$ cat config.mk
export PLATFORM = sky130hd
export DESIGN_NAME = tri_regk_pipe
export DESIGN_NICKNAME = d
export VERILOG_FILES = /design/src/rtl/tri_regk_pipe_pkg.sv /design/src/rtl/tri_regk_pipe_stg.sv /design/src/rtl/tri_regk_pipe.sv
export SDC_FILE = /design/constraint.sdc
export NUM_CORES = 1
export LEC_CHECK = 0
export ABC_CLOCK_PERIOD_IN_PS = 2020
export BUFFER_PORTS_ARGS = -buffer_cell sky130_fd_sc_hd__buf_2
export CORE_UTILIZATION = 30
export CTS_CLUSTER_DIAMETER = 50
export DETAILED_ROUTE_END_ITERATION = 10
export HOLD_SLACK_MARGIN = 0.02
export PLACE_DENSITY_LB_ADDON = 0.05
export SLEW_MARGIN = 25
export SYNTH_ARGS = -nofsm -noshare
export SYNTH_HDL_FRONTEND = slang
export SYNTH_HIERARCHICAL = 1
export SYNTH_SLANG_ARGS = --single-unit
$ cat constraint.sdc
create_clock -name nclk -period 2.02 [get_ports nclk]
set_input_delay 0.101 -clock nclk [delete_from_list [all_inputs] [get_ports nclk]]
set_output_delay 0.101 -clock nclk [all_outputs]
set_load 0.01 [all_outputs]
$ cat src/rtl/tri_regk_pipe_pkg.sv
// Shared helpers for the tri_regk_pipe elastic staging pipeline.
// Holds the occupancy update rule so that the top level stays free of
// counter arithmetic.
package tri_regk_pipe_pkg;

  // Next occupancy value.
  // A clear wins over everything else. A simultaneous accept and output
  // leaves the count unchanged.
  function automatic int unsigned occ_next(input int unsigned occ,
                                           input logic        inc,
                                           input logic        dec,
                                           input logic        clr);
    int unsigned nxt;
    nxt = occ;
    if (clr) begin
      nxt = 0;
    end else if (inc && !dec) begin
      nxt = occ + 1;
    end else if (dec && !inc) begin
      nxt = occ - 1;
    end
    return nxt;
  endfunction

endpackage

$ cat src/rtl/tri_regk_pipe_stg.sv
// One stage of the elastic pipeline: a WIDTH-bit data register and its valid bit.
// Ports:
//   clk, rst     clock and asynchronous active-high reset (data -> INIT, val -> 0)
//   load         capture d and become valid
//   drain        content moves on this cycle; becomes invalid unless it also loads
//   clr          flush: drop the valid bit and keep the data
//   d / q        data in and data out
//   val          stage holds a live word
module tri_regk_pipe_stg #(
  parameter int unsigned WIDTH = 4,
  parameter int unsigned INIT  = 0
) (
  input  logic             clk,
  input  logic             rst,
  input  logic             load,
  input  logic             drain,
  input  logic             clr,
  input  logic [WIDTH-1:0] d,
  output logic [WIDTH-1:0] q,
  output logic             val
);

  // The data register captures only on load, so words never move into bubbles.
  always_ff @(posedge clk or posedge rst) begin
    if (rst) begin
      q <= WIDTH'(INIT);
    end else if (load) begin
      q <= d;
    end
  end

  // Valid bit. A flush beats a load, and a load beats a drain.
  always_ff @(posedge clk or posedge rst) begin
    if (rst) begin
      val <= 1'b0;
    end else if (clr) begin
      val <= 1'b0;
    end else if (load) begin
      val <= 1'b1;
    end else if (drain) begin
      val <= 1'b0;
    end
  end

endmodule

$ cat src/rtl/tri_regk_pipe.sv
// Elastic, non-scannable staging pipeline: DEPTH stages of WIDTH bits each,
// with valid/ready backpressure, a flush input and an occupancy counter.
// LCB-style enables are act, force_t and thold_b. A low thold_b freezes everything.
// Ports:
//   nclk, sreset              clock and asynchronous active-high reset
//   vd, gd                    power and ground pins (no function)
//   act, force_t, thold_b     functional enable, forced enable, and hold (active low)
//   d_mode, sg, delay_lclkr,
//   mpw1_b, mpw2_b, scin      LCB compatibility pins (no function)
//   scout                     constant zero
//   din, din_val, din_rdy     input side of the handshake
//   dout, dout_val, dout_rdy  output side of the handshake (last stage)
//   flush                     invalidate all stages on the next edge
//   occupancy                 number of valid stages
module tri_regk_pipe
  import tri_regk_pipe_pkg::*;
#(
  parameter int unsigned WIDTH  = 4,
  parameter int unsigned DEPTH  = 2,
  parameter int unsigned OFFSET = 0,
  parameter int unsigned INIT   = 0,
  parameter int unsigned OCC_W  = 5
) (
  input  logic                         nclk,
  input  logic                         sreset,
  inout  wire                          vd,
  inout  wire                          gd,
  input  logic                         act,
  input  logic                         force_t,
  input  logic                         thold_b,
  input  logic                         d_mode,
  input  logic                         sg,
  input  logic                         delay_lclkr,
  input  logic                         mpw1_b,
  input  logic                         mpw2_b,
  input  logic [OFFSET:OFFSET+WIDTH-1] scin,
  output logic [OFFSET:OFFSET+WIDTH-1] scout,
  input  logic [OFFSET:OFFSET+WIDTH-1] din,
  input  logic                         din_val,
  output logic                         din_rdy,
  output logic [OFFSET:OFFSET+WIDTH-1] dout,
  output logic                         dout_val,
  input  logic                         dout_rdy,
  input  logic                         flush,
  output logic [OCC_W-1:0]             occupancy
);

  logic             en;
  logic             clr;
  logic             out_go;
  logic             accept;
  logic [DEPTH-1:0] val;
  logic [DEPTH-1:0] load;
  logic [DEPTH-1:0] drain;
  logic [DEPTH-1:0] free;
  logic [WIDTH-1:0] data  [DEPTH];
  logic [WIDTH-1:0] stg_d [DEPTH];
  logic             unused_pins;

  // Pins kept only for LCB port compatibility.
  assign unused_pins = ^{vd, gd, d_mode, sg, delay_lclkr, mpw1_b, mpw2_b, scin};
  assign scout       = '0;

  // Handshake and ready ripple. free[] is resolved from the output stage back
  // to the input stage, so a full pipe still moves one word per cycle.
  always_comb begin
    en     = (act | force_t) & thold_b;
    clr    = flush & thold_b;
    load   = '0;
    drain  = '0;
    free   = '0;
    out_go = en & val[DEPTH-1] & dout_rdy;

    drain[DEPTH-1] = out_go;
    free[DEPTH-1]  = ~val[DEPTH-1] | out_go;
    for (int i = int'(DEPTH) - 2; i >= 0; i--) begin
      // No moves between stages during a flush, so data registers hold.
      load[i+1] = en & ~flush & val[i] & free[i+1];
      drain[i]  = load[i+1];
      free[i]   = ~val[i] | drain[i];
    end

    din_rdy = en & ~flush & free[0];
    accept  = din_val & din_rdy;
    load[0] = accept;
  end

  // Stage chain. Stage 0 takes din, and every later stage takes its predecessor.
  for (genvar g = 0; g < DEPTH; g++) begin : g_stg
    if (g == 0) begin : g_head
      assign stg_d[g] = din;
    end else begin : g_body
      assign stg_d[g] = data[g-1];
    end

    tri_regk_pipe_stg #(
      .WIDTH (WIDTH),
      .INIT  (INIT)
    ) u_stg (
      .clk   (nclk),
      .rst   (sreset),
      .load  (load[g]),
      .drain (drain[g]),
      .clr   (clr),
      .d     (stg_d[g]),
      .q     (data[g]),
      .val   (val[g])
    );
  end

  assign dout     = data[DEPTH-1];
  assign dout_val = val[DEPTH-1];

  // The occupancy counter follows the same accept, output and flush events as the valid bits.
  always_ff @(posedge nclk or posedge sreset) begin
    if (sreset) begin
      occupancy <= '0;
    end else begin
      occupancy <= OCC_W'(occ_next(32'(occupancy), accept, out_go, clr));
    end
  end

endmodule

==> out/qor.csv, run 1 <==
metric;value;unit
fill_cells;296;
grt_pass1_vias;737;
critPathArrivalTime;2.16;ns
finalNetCount;151;
rsz0062_at_grt;true;
synthMuxAreaShare;12.7;%
synth_compound_area_share;14.4;%
async_flop_share;100;%
die_y;57.0;um
cts.sinks;15;
finClkSkew;0.00980;ns
rows;19;
synth.distinct_cells;32;
whs;0.0433;ns
firstDrtPassIters;7;
timing.final.crit_share;97.6;%
vdd_drop_max;0.000504;V
initialDrtViolationCount;37;
diodes;0;
coreArea;2810;um^2
synth_top_family_by_area;compound AO/OA/AOI/OAI gates;
max_cap_violations;0;
p_per_area;879;nW/um^2
via_per_inst;4.85;
gp_congestion;0.670;
cp_max_fo;4;
grt_use_total;13.9;%
setup_violations;0;
syn_area_per_cell;10.2;um^2
clkTransAtPathRegs;0.10;ns
hold_viol;0;
synth-seq-cells;15;
violations;DRC;
fp.dieArea;3240;um^2
overflow;0;
grt_max_degree;11;
clk_path_buf_depth;2;
cts_buffers;3;
hpwl;1.52;mm
yosysSeqAreaShare;41.4;%
antenna_found_initial;0;
yosys.area_share.adder;7.73;%
io_pins;38;
drc;8;
max_freq;507;MHz
synthSimpleGateAreaFrac;13.1;%
startpoint_type;flop;
synth_xor_area_share;1.93;%
portBuffers;22;
total_power;1030;uW
grt_pass1_wl;3.40;mm
cp.required;2.21;ns
wl;2.04;mm
fin_crit;1.97;ns
cts_tree;done;
end_kind;flop;
ant_nets;0;
cts_max_level;1;
drv_slew;0;
cts-root-buf;clkbuf_4;
ys.flop_type;dfrtp_1;
wire_per_inst;13.3;um
hold_class;in -> reg;
syn_inst;89;
leakage;0.000573;uW
use_met1;20.1;%
drive_gt1_share;45.9;%
outcome;finished, violations left;
die_w;57.0;um
syn-cell-area;906;um^2
synth_edf_count;0;
route.vias.total;742;
crit_type;reg -> reg;
clkLatencyLatePin;0.29;ns
met2_usage;20.0;%
final.setup.tns;0;ns
gr-max-usage-layer;met1;
globalRouteMet3Util;2.72;%
start_util;32.3;%
yosys_warnings;6;
area_growth_syn_to_layout;28.9;%
unconstrained_endpoints;2;
[logic make-up (layout without fill, tap and decap cells)]
kind of cell / after synthesis / after routing
fa+ha+maj: 5 / 5
simple gates: 20 / 20
xor+xnor: 2 / 2
flops: 15 / 15
compound gates: 22 / 22
mux: 10 / 10
other cells: 1 / 4
buf+inv: 14 / 44
[report_power, final]
part	internal, uW	switching [uW]	total, uW
sequential	384	56.2	440
combinational	214	195	410
clock	73.6	103	176
[cell usage in the layout, fill, tap and decap left out, types with 2 or more instances in the layout]
cell type and n:
a21o_1 2, clkbuf_4 3, nand2_1 3, ha_1 4, mux2_2 8, a31oi_1 2, nor2_1 3, nand2b_1 2
o21a_1 2, inv_1 7, a21oi_2 2, a21oi_1 5, buf_2 22, buf_4 10, o21ai_0 6, dfrtp_1 14
conb_1 4
[state kept, by name, summed over array words and instances, names as in the netlist]
register / count
g_stg.u_stg/val: 2
occupancy: 5
g_stg.u_stg/q: 8
[synth_stat cells (all sizes together), types with 2 or more instances]
master / n / area, um^2
a21o: 2 / 15.0
a21oi: 7 / 35.0
a31oi: 2 / 12.5
buf: 5 / 41.3
clkbuf: 2 / 7.51
dfrtp: 15 / 375
ha: 4 / 50.1
inv: 7 / 26.3
mux2: 9 / 105
nand2: 4 / 15.0
nand2b: 3 / 26.3
nand3: 2 / 10.0
nor2: 3 / 11.3
o21a: 2 / 15.0
o21ai: 7 / 35.0
or3: 2 / 13.8
xnor2: 2 / 17.5
[final timing paths]
kind	start	to	slack, ns	depth (start not counted)
max	g_stg[0].u_stg/val	occupancy[3]	0.05	8
min	din[1]	g_stg[0].u_stg/q[2]	0.04	2
max reg2reg	g_stg[0].u_stg/val	occupancy[3]	0.05	8
min reg2reg	g_stg[0].u_stg/q[1]	g_stg[1].u_stg/q[1]	0.51	1
max in group asynchronous	sreset	occupancy[0]	1.54	3
min in group asynchronous	sreset	g_stg[1].u_stg/val	0.26	3
[final cells by class]
class	count	area, um^2	share of cell area (%)
multi-input cells	63	503	43.1
flip-flops and latches	15	377	32.3
repair buffers	33	195	16.7
well taps	31	38.8	3.32
inverters	7	26.3	2.25
clock buffers	3	22.5	1.93
clock inverters	1	5.00	0.429
[worst max-delay path, cell delays in order, from the launching register on]
cell and delay [ns]:
dfrtp_1 0.39, o21a_1 0.18, or3_4 0.37, buf_4 0.16, ha_1 0.19, a21oi_2 0.16, nand2_2 0.08, xnor2_2 0.14
o41ai_2 0.21
[what timing repair did]
item,4_1_cts,5_1_grt
hold buffers,1,0
gates resized for setup,2,6
setup endpoints to repair,2,3
pin swaps,1,1
hold endpoints to repair,15,0
buffers inserted,0,1
[layer usage]
metal  part of all wire [%]  vias to the layer above  wire length, um
met2                     43                       23              874
met1                     50                      345             1020
met3                    4.9                        5               99
met4                    2.0                        0               40
li1                       -                      369                -
met5                      0                        -                0
[per-stage QoR]
stage                     cells  area [um^2]  util, %  setup slack [ns]
after floorplan              92          922        -            0.0462
after global placement      147         1090     38.8           -0.0954
after CTS                   152         1140     40.6            0.0106
final                       153         1170     41.6            0.0477
after detailed placement    147         1090     38.8           -0.0435
after global routing        153         1170     41.6           -0.0322
(Power assumes the default switching activity.)
==> run 2: changes to the inputs <==
==> constraint.sdc (replaced) <==
create_clock -name nclk -period 2.02 [get_ports nclk]
set_input_delay 0.101 -clock nclk [delete_from_list [all_inputs] [get_ports nclk]]
set_output_delay 0.101 -clock nclk [all_outputs]
set_load 0.1 [all_outputs]
==> run 2 against run 1 <==
  * Global-route usage shrank 0.77 points
  * Largest power group is now combinational logic
  * The flow still finishes with violations (DRC)
  * Count of clock-buffer cells in the layout unchanged
  * First-iteration DRC count down 22%
==> out/qor.csv, run 2 (synthesis results as in run 1) <==
metric;value;unit
outcome;finished, violations left;
violations;DRC;
critPathArrivalTime;2.13;ns
rsz0062_at_grt;true;
fill_cells;296;
portBuffers;22;
firstDrtPassIters;8;
start_util;32.3;%
multi_input_area;487;um^2
clkLatencyLatePin;0.28;ns
finClkSkew;0.00134;ns
initialDrtViolationCount;29;
vdd_drop_max;0.000612;V
max_freq;510;MHz
r2r-end;occupancy[4];
r2r_cells;7;
fin_cells;151;
drv_slew;0;
cp.required;2.19;ns
coreArea;2810;um^2
clk_path_buf_depth;2;
finalNetCount;149;
wire_per_inst;12.5;um
drc;6;
place_area;1090;um^2
max_cap_violations;0;
dp_cells;146;
overflow;0;
largest_register_ffs;8;
p_per_area;1310;nW/um^2
area_growth_syn_to_layout;25.7;%
total_power;1490;uW
fin_crit;1.96;ns
fin_area;1140;um^2
timing.final.crit_share;97.1;%
cts.sinks;15;
setup.worst_path.end;occupancy[4];
io_pins;38;
drive_gt1_share;42.5;%
grt_pass1_wl;3.20;mm
top_regs;g_stg.u_stg/q x8, occupancy x5, g_stg.u_stg/val x2;
diodes;0;
dpl_worst_slack;-0.0601;ns
hpwl;1.49;mm
unconstrained_endpoints;2;
cts_max_level;1;
end_kind;flop;
startpoint_type;flop;
ff2ff_setup_slack;0.06;ns
die_y;57.0;um
crit_type;reg -> reg;
final_util;40.6;%
regMostFlops;g_stg.u_stg/q;
route.vias.total;711;
ant_nets;0;
via_per_inst;4.71;
cts_tree;done;
timing.rr.start;g_stg[1].u_stg/val;
leakage;0.000555;uW
hold_viol;0;
startpoint;g_stg[1].u_stg/val;
timing.final.ws_setup;0.0594;ns
cts_buffers;3;
setup_violations;0;
final-seq-area;379;um^2
grt_use_total;13.1;%
rows;19;
hold_class;in -> reg;
cts-root-buf;clkbuf_4;
wl;1.89;mm
die_w;57.0;um
final_common_cell;buf_2;
gp_congestion;0.703;
grt_max_degree;11;
fp.dieArea;3240;um^2
clkTransAtPathRegs;0.09;ns
cp_max_fo;4;
antenna_found_initial;0;
final_cell_mix;buf_2 (22), dfrtp_1 (14), mux2_2 (8), buf_4 (8), inv_1 (7);
grt_pass1_vias;647;
==> run 2: metal layers <==
metal	track usage, %	part of all wire (%)	wire [um]	vias up
met4	6.27	1.0	19	0
met3	2.72	4.7	88	2
met5	0	0	0	-
met1	19.1	52	975	327
met2	18.5	43	807	18
li1	-	-	-	364
==> run 2: how the worst min path moves through the flow <==
stage               cells after the start             endpoint  slack, ns   start
CTS                                     2  g_stg[0].u_stg/q[1]       0.03  din[2]
floorplan                               1  g_stg[0].u_stg/q[0]      -0.12  sreset
finish                                  2  g_stg[0].u_stg/q[1]       0.04  din[2]
detailed placement                      2  g_stg[1].u_stg/q[2]       0.04  sreset
global placement                        2  g_stg[1].u_stg/q[2]       0.04  sreset
global route                            2  g_stg[0].u_stg/q[2]       0.03  din[1]
==> run 2: area by class of cell <==
class,instances,area share [%]
inverters,7,2.31
clock inverters,1,0.440
clock buffers,3,1.98
well taps,31,3.41
repair buffers,31,15.8
multi-input cells,63,42.7
flip-flops and latches,15,33.3
==> run 2: through the flow <==
step                hold WS [ns]  TNS (ns)
finish                    0.0422         0
detailed placement        0.0429   -0.0601
floorplan                 -0.120    -0.212
global placement          0.0427   -0.0571
global route              0.0327   -0.0807
CTS                       0.0289         0
==> run 2: where the power goes <==
part           total [uW]  internal [uW]  switching, uW
logic                 874            200            674
clock network         173           73.5           99.8
registers             440            385           54.9
total                1490            659            829
==> run 2: worst max-delay path, stage by stage (launching register included) <==
cell     delay, ns
dfrtp_4       0.48
o21a_1        0.12
or3_4         0.37
fa_2          0.36
a21o_1        0.20
a21oi_2       0.15
a21o_1        0.10
a31oi_1       0.07
==> run 2: timing repair <==
item	in CTS	in global routing
endpoints found under the setup margin	1	2
hold endpoints to repair	15	0
gates resized for setup	1	2
hold buffers	1	0
pin swaps	1	0
setup buffers	0	0
==> run 3: changes to the inputs <==
- ABC_CLOCK_PERIOD_IN_PS: 2020 -> 2300
- RECOVER_POWER: not set -> 25
- clock period: 2.02 -> 2.3 ns (I/O delays scaled with it)
==> run 3 against run 2 <==
  * The flow still finishes with violations (DRC)
  * Clock power down 13%
  * Final cell count down 3.3%
  * Sequential cell count unchanged
  * Global-route usage down 0.59 points
  * First-iteration DRC count down 14%
  * Sequential power down 11%
  * Worst hold slack better by 0.016 ns
  * Cell area down 4.5%
  * Critical path type unchanged
  * Largest cell class unchanged
  * Highest routed layer unchanged
==> out/qor.csv, run 3 (synthesis results as in run 1) <==
metric;value;unit
regMostFlops;g_stg.u_stg/q;
fp.dieArea;3240;um^2
globalRouteMet3Util;2.04;%
crit_type;reg -> reg;
max_cap_violations;0;
ant_nets;0;
timing.final.crit_share;94.5;%
finalNetCount;144;
die_y;57.0;um
worst-path-buf-inv;0;
area_growth_syn_to_layout;20.0;%
hpwl;1.43;mm
cp_max_fo;7;
max_freq;460;MHz
cts_tree;done;
cts_buffers;3;
hold_depth;2;
setup_violations;0;
wl;1.82;mm
vdd_drop_max;0.000582;V
drv_slew;0;
met2_usage;16.3;%
drc;8;
final_cell_mix;buf_2 (21), dfrtp_1 (14), mux2_2 (8);
wire_per_inst;12.5;um
fin_cells;146;
cts-root-buf;clkbuf_4;
hold_viol;0;
hold_class;in -> reg;
largest_register_ffs;8;
clkLatencyLatePin;0.28;ns
crit_family;compound AO/OA/AOI/OAI gates;
start_util;32.3;%
cts_max_level;1;
multi_input_area;474;um^2
top_regs;g_stg.u_stg/q x8, occupancy x5, g_stg.u_stg/val x2;
cp_cell_sequence;o21a_1 > or3_4 > fa_1 > a21o_1 > a21oi_2 > o21ai_0 > a31oi_1;
clkTransAtPathRegs;0.09;ns
unconstrained_endpoints;2;
slowest_stage;dfrtp_4;
rsz0062_at_grt;false;
io_pins;38;
cpPeakStageDelay;0.52;ns
timing.rr.start;g_stg[1].u_stg/val;
hp-start;din[3];
antenna_found_initial;0;
finClkSkew;0.00321;ns
cts.sinks;15;
final_common_cell;buf_2;
r2r_cells;7;
use_met1;19.7;%
ff2ff_setup_slack;0.13;ns
overflow;0;
fill_cells;295;
critPathArrivalTime;2.38;ns
rows;19;
grt_pass1_vias;632;
via_per_inst;4.87;
grt_max_degree;11;
firstDrtPassIters;7;
drive_gt1_share;36.5;%
dp_cells;141;
clk_path_buf_depth;2;
p_per_area;1180;nW/um^2
startpoint_type;flop;
gr-max-usage-layer;met1;
end_kind;flop;
final-seq-area;379;um^2
place_area;1050;um^2
fin_area;1090;um^2
diodes;0;
grt_pass1_wl;3.07;mm
min_to;g_stg[0].u_stg/q[0];
coreArea;2810;um^2
grt_use_total;12.5;%
route.vias.total;711;
fin_crit;2.17;ns
die_w;57.0;um
r2r-end;occupancy[4];
violations;DRC;
portBuffers;22;
final.setup.tns;0;ns
gp_congestion;0.711;
initialDrtViolationCount;25;
cp.required;2.51;ns
outcome;finished, violations left;
leakage;0.000523;uW
## run 3: stage by stage
step                power, uW  hold WS [ns]  setup slack (ns)  utilization [%]
floorplan                1030        -0.106             0.102                -
global placement         1130        0.0528            0.0981             37.3
detailed placement       1140        0.0589            0.0690             37.3
CTS                      1300        0.0443            0.0446             38.7
global route             1360        0.0426            0.0330             38.8
finish                   1290        0.0583             0.126             38.8
## run 3: worst max path at each step
| stage | to | depth (start not counted) | slack (ns) | start |
|---|---|---|---|---|
| after floorplan | occupancy[4] | 7 | 0.10 | g_stg[1].u_stg/val |
| after global placement | occupancy[4] | 7 | 0.1 | g_stg[1].u_stg/val |
| after detailed placement | occupancy[4] | 7 | 0.07 | g_stg[1].u_stg/val |
| after CTS | occupancy[4] | 7 | 0.04 | g_stg[1].u_stg/val |
| after global routing | occupancy[4] | 7 | 0.03 | g_stg[1].u_stg/val |
| final | occupancy[4] | 7 | 0.13 | g_stg[1].u_stg/val |
## run 3: final cells by class
type                            count  share of cell area, %
Inverter                            7                   2.42
Timing Repair Buffer               26                   13.0
Clock buffer                        3                   2.07
Sequential cell                    15                   34.9
Tap cell                           31                   3.57
Multi-Input combinational cell     63                   43.6
Clock inverter                      1                  0.460
## run 3: power breakdown
group | total, uW | leakage (uW) | switching [uW] | internal (uW)
registers | 390 | 0.000188 | 51.5 | 338
clock network | 151 | 0.0000177 | 86.5 | 64.5
logic | 745 | 0.000318 | 584 | 161
## run 3: repair_timing
item,4_1_cts,5_1_grt
setup endpoints to repair,0,1
setup buffers,0,0
endpoints found under the hold margin,15,0
resized for setup,0,1
hold buffers,1,0
## run 3: worst register-to-register path: stages (launching register included)
cell and delay, ns:
dfrtp_4 0.52, o21a_1 0.13, or3_4 0.37, fa_1 0.42
a21o_1 0.21, a21oi_2 0.18, o21ai_0 0.12, a31oi_1 0.16
## run 3: per-layer routing
metal / vias to the layer above / part of all wire [%]
met5: - / 0
met4: 0 / 0.77
li1: 357 / -
met3: 2 / 4.5
met2: 19 / 41
met1: 333 / 53
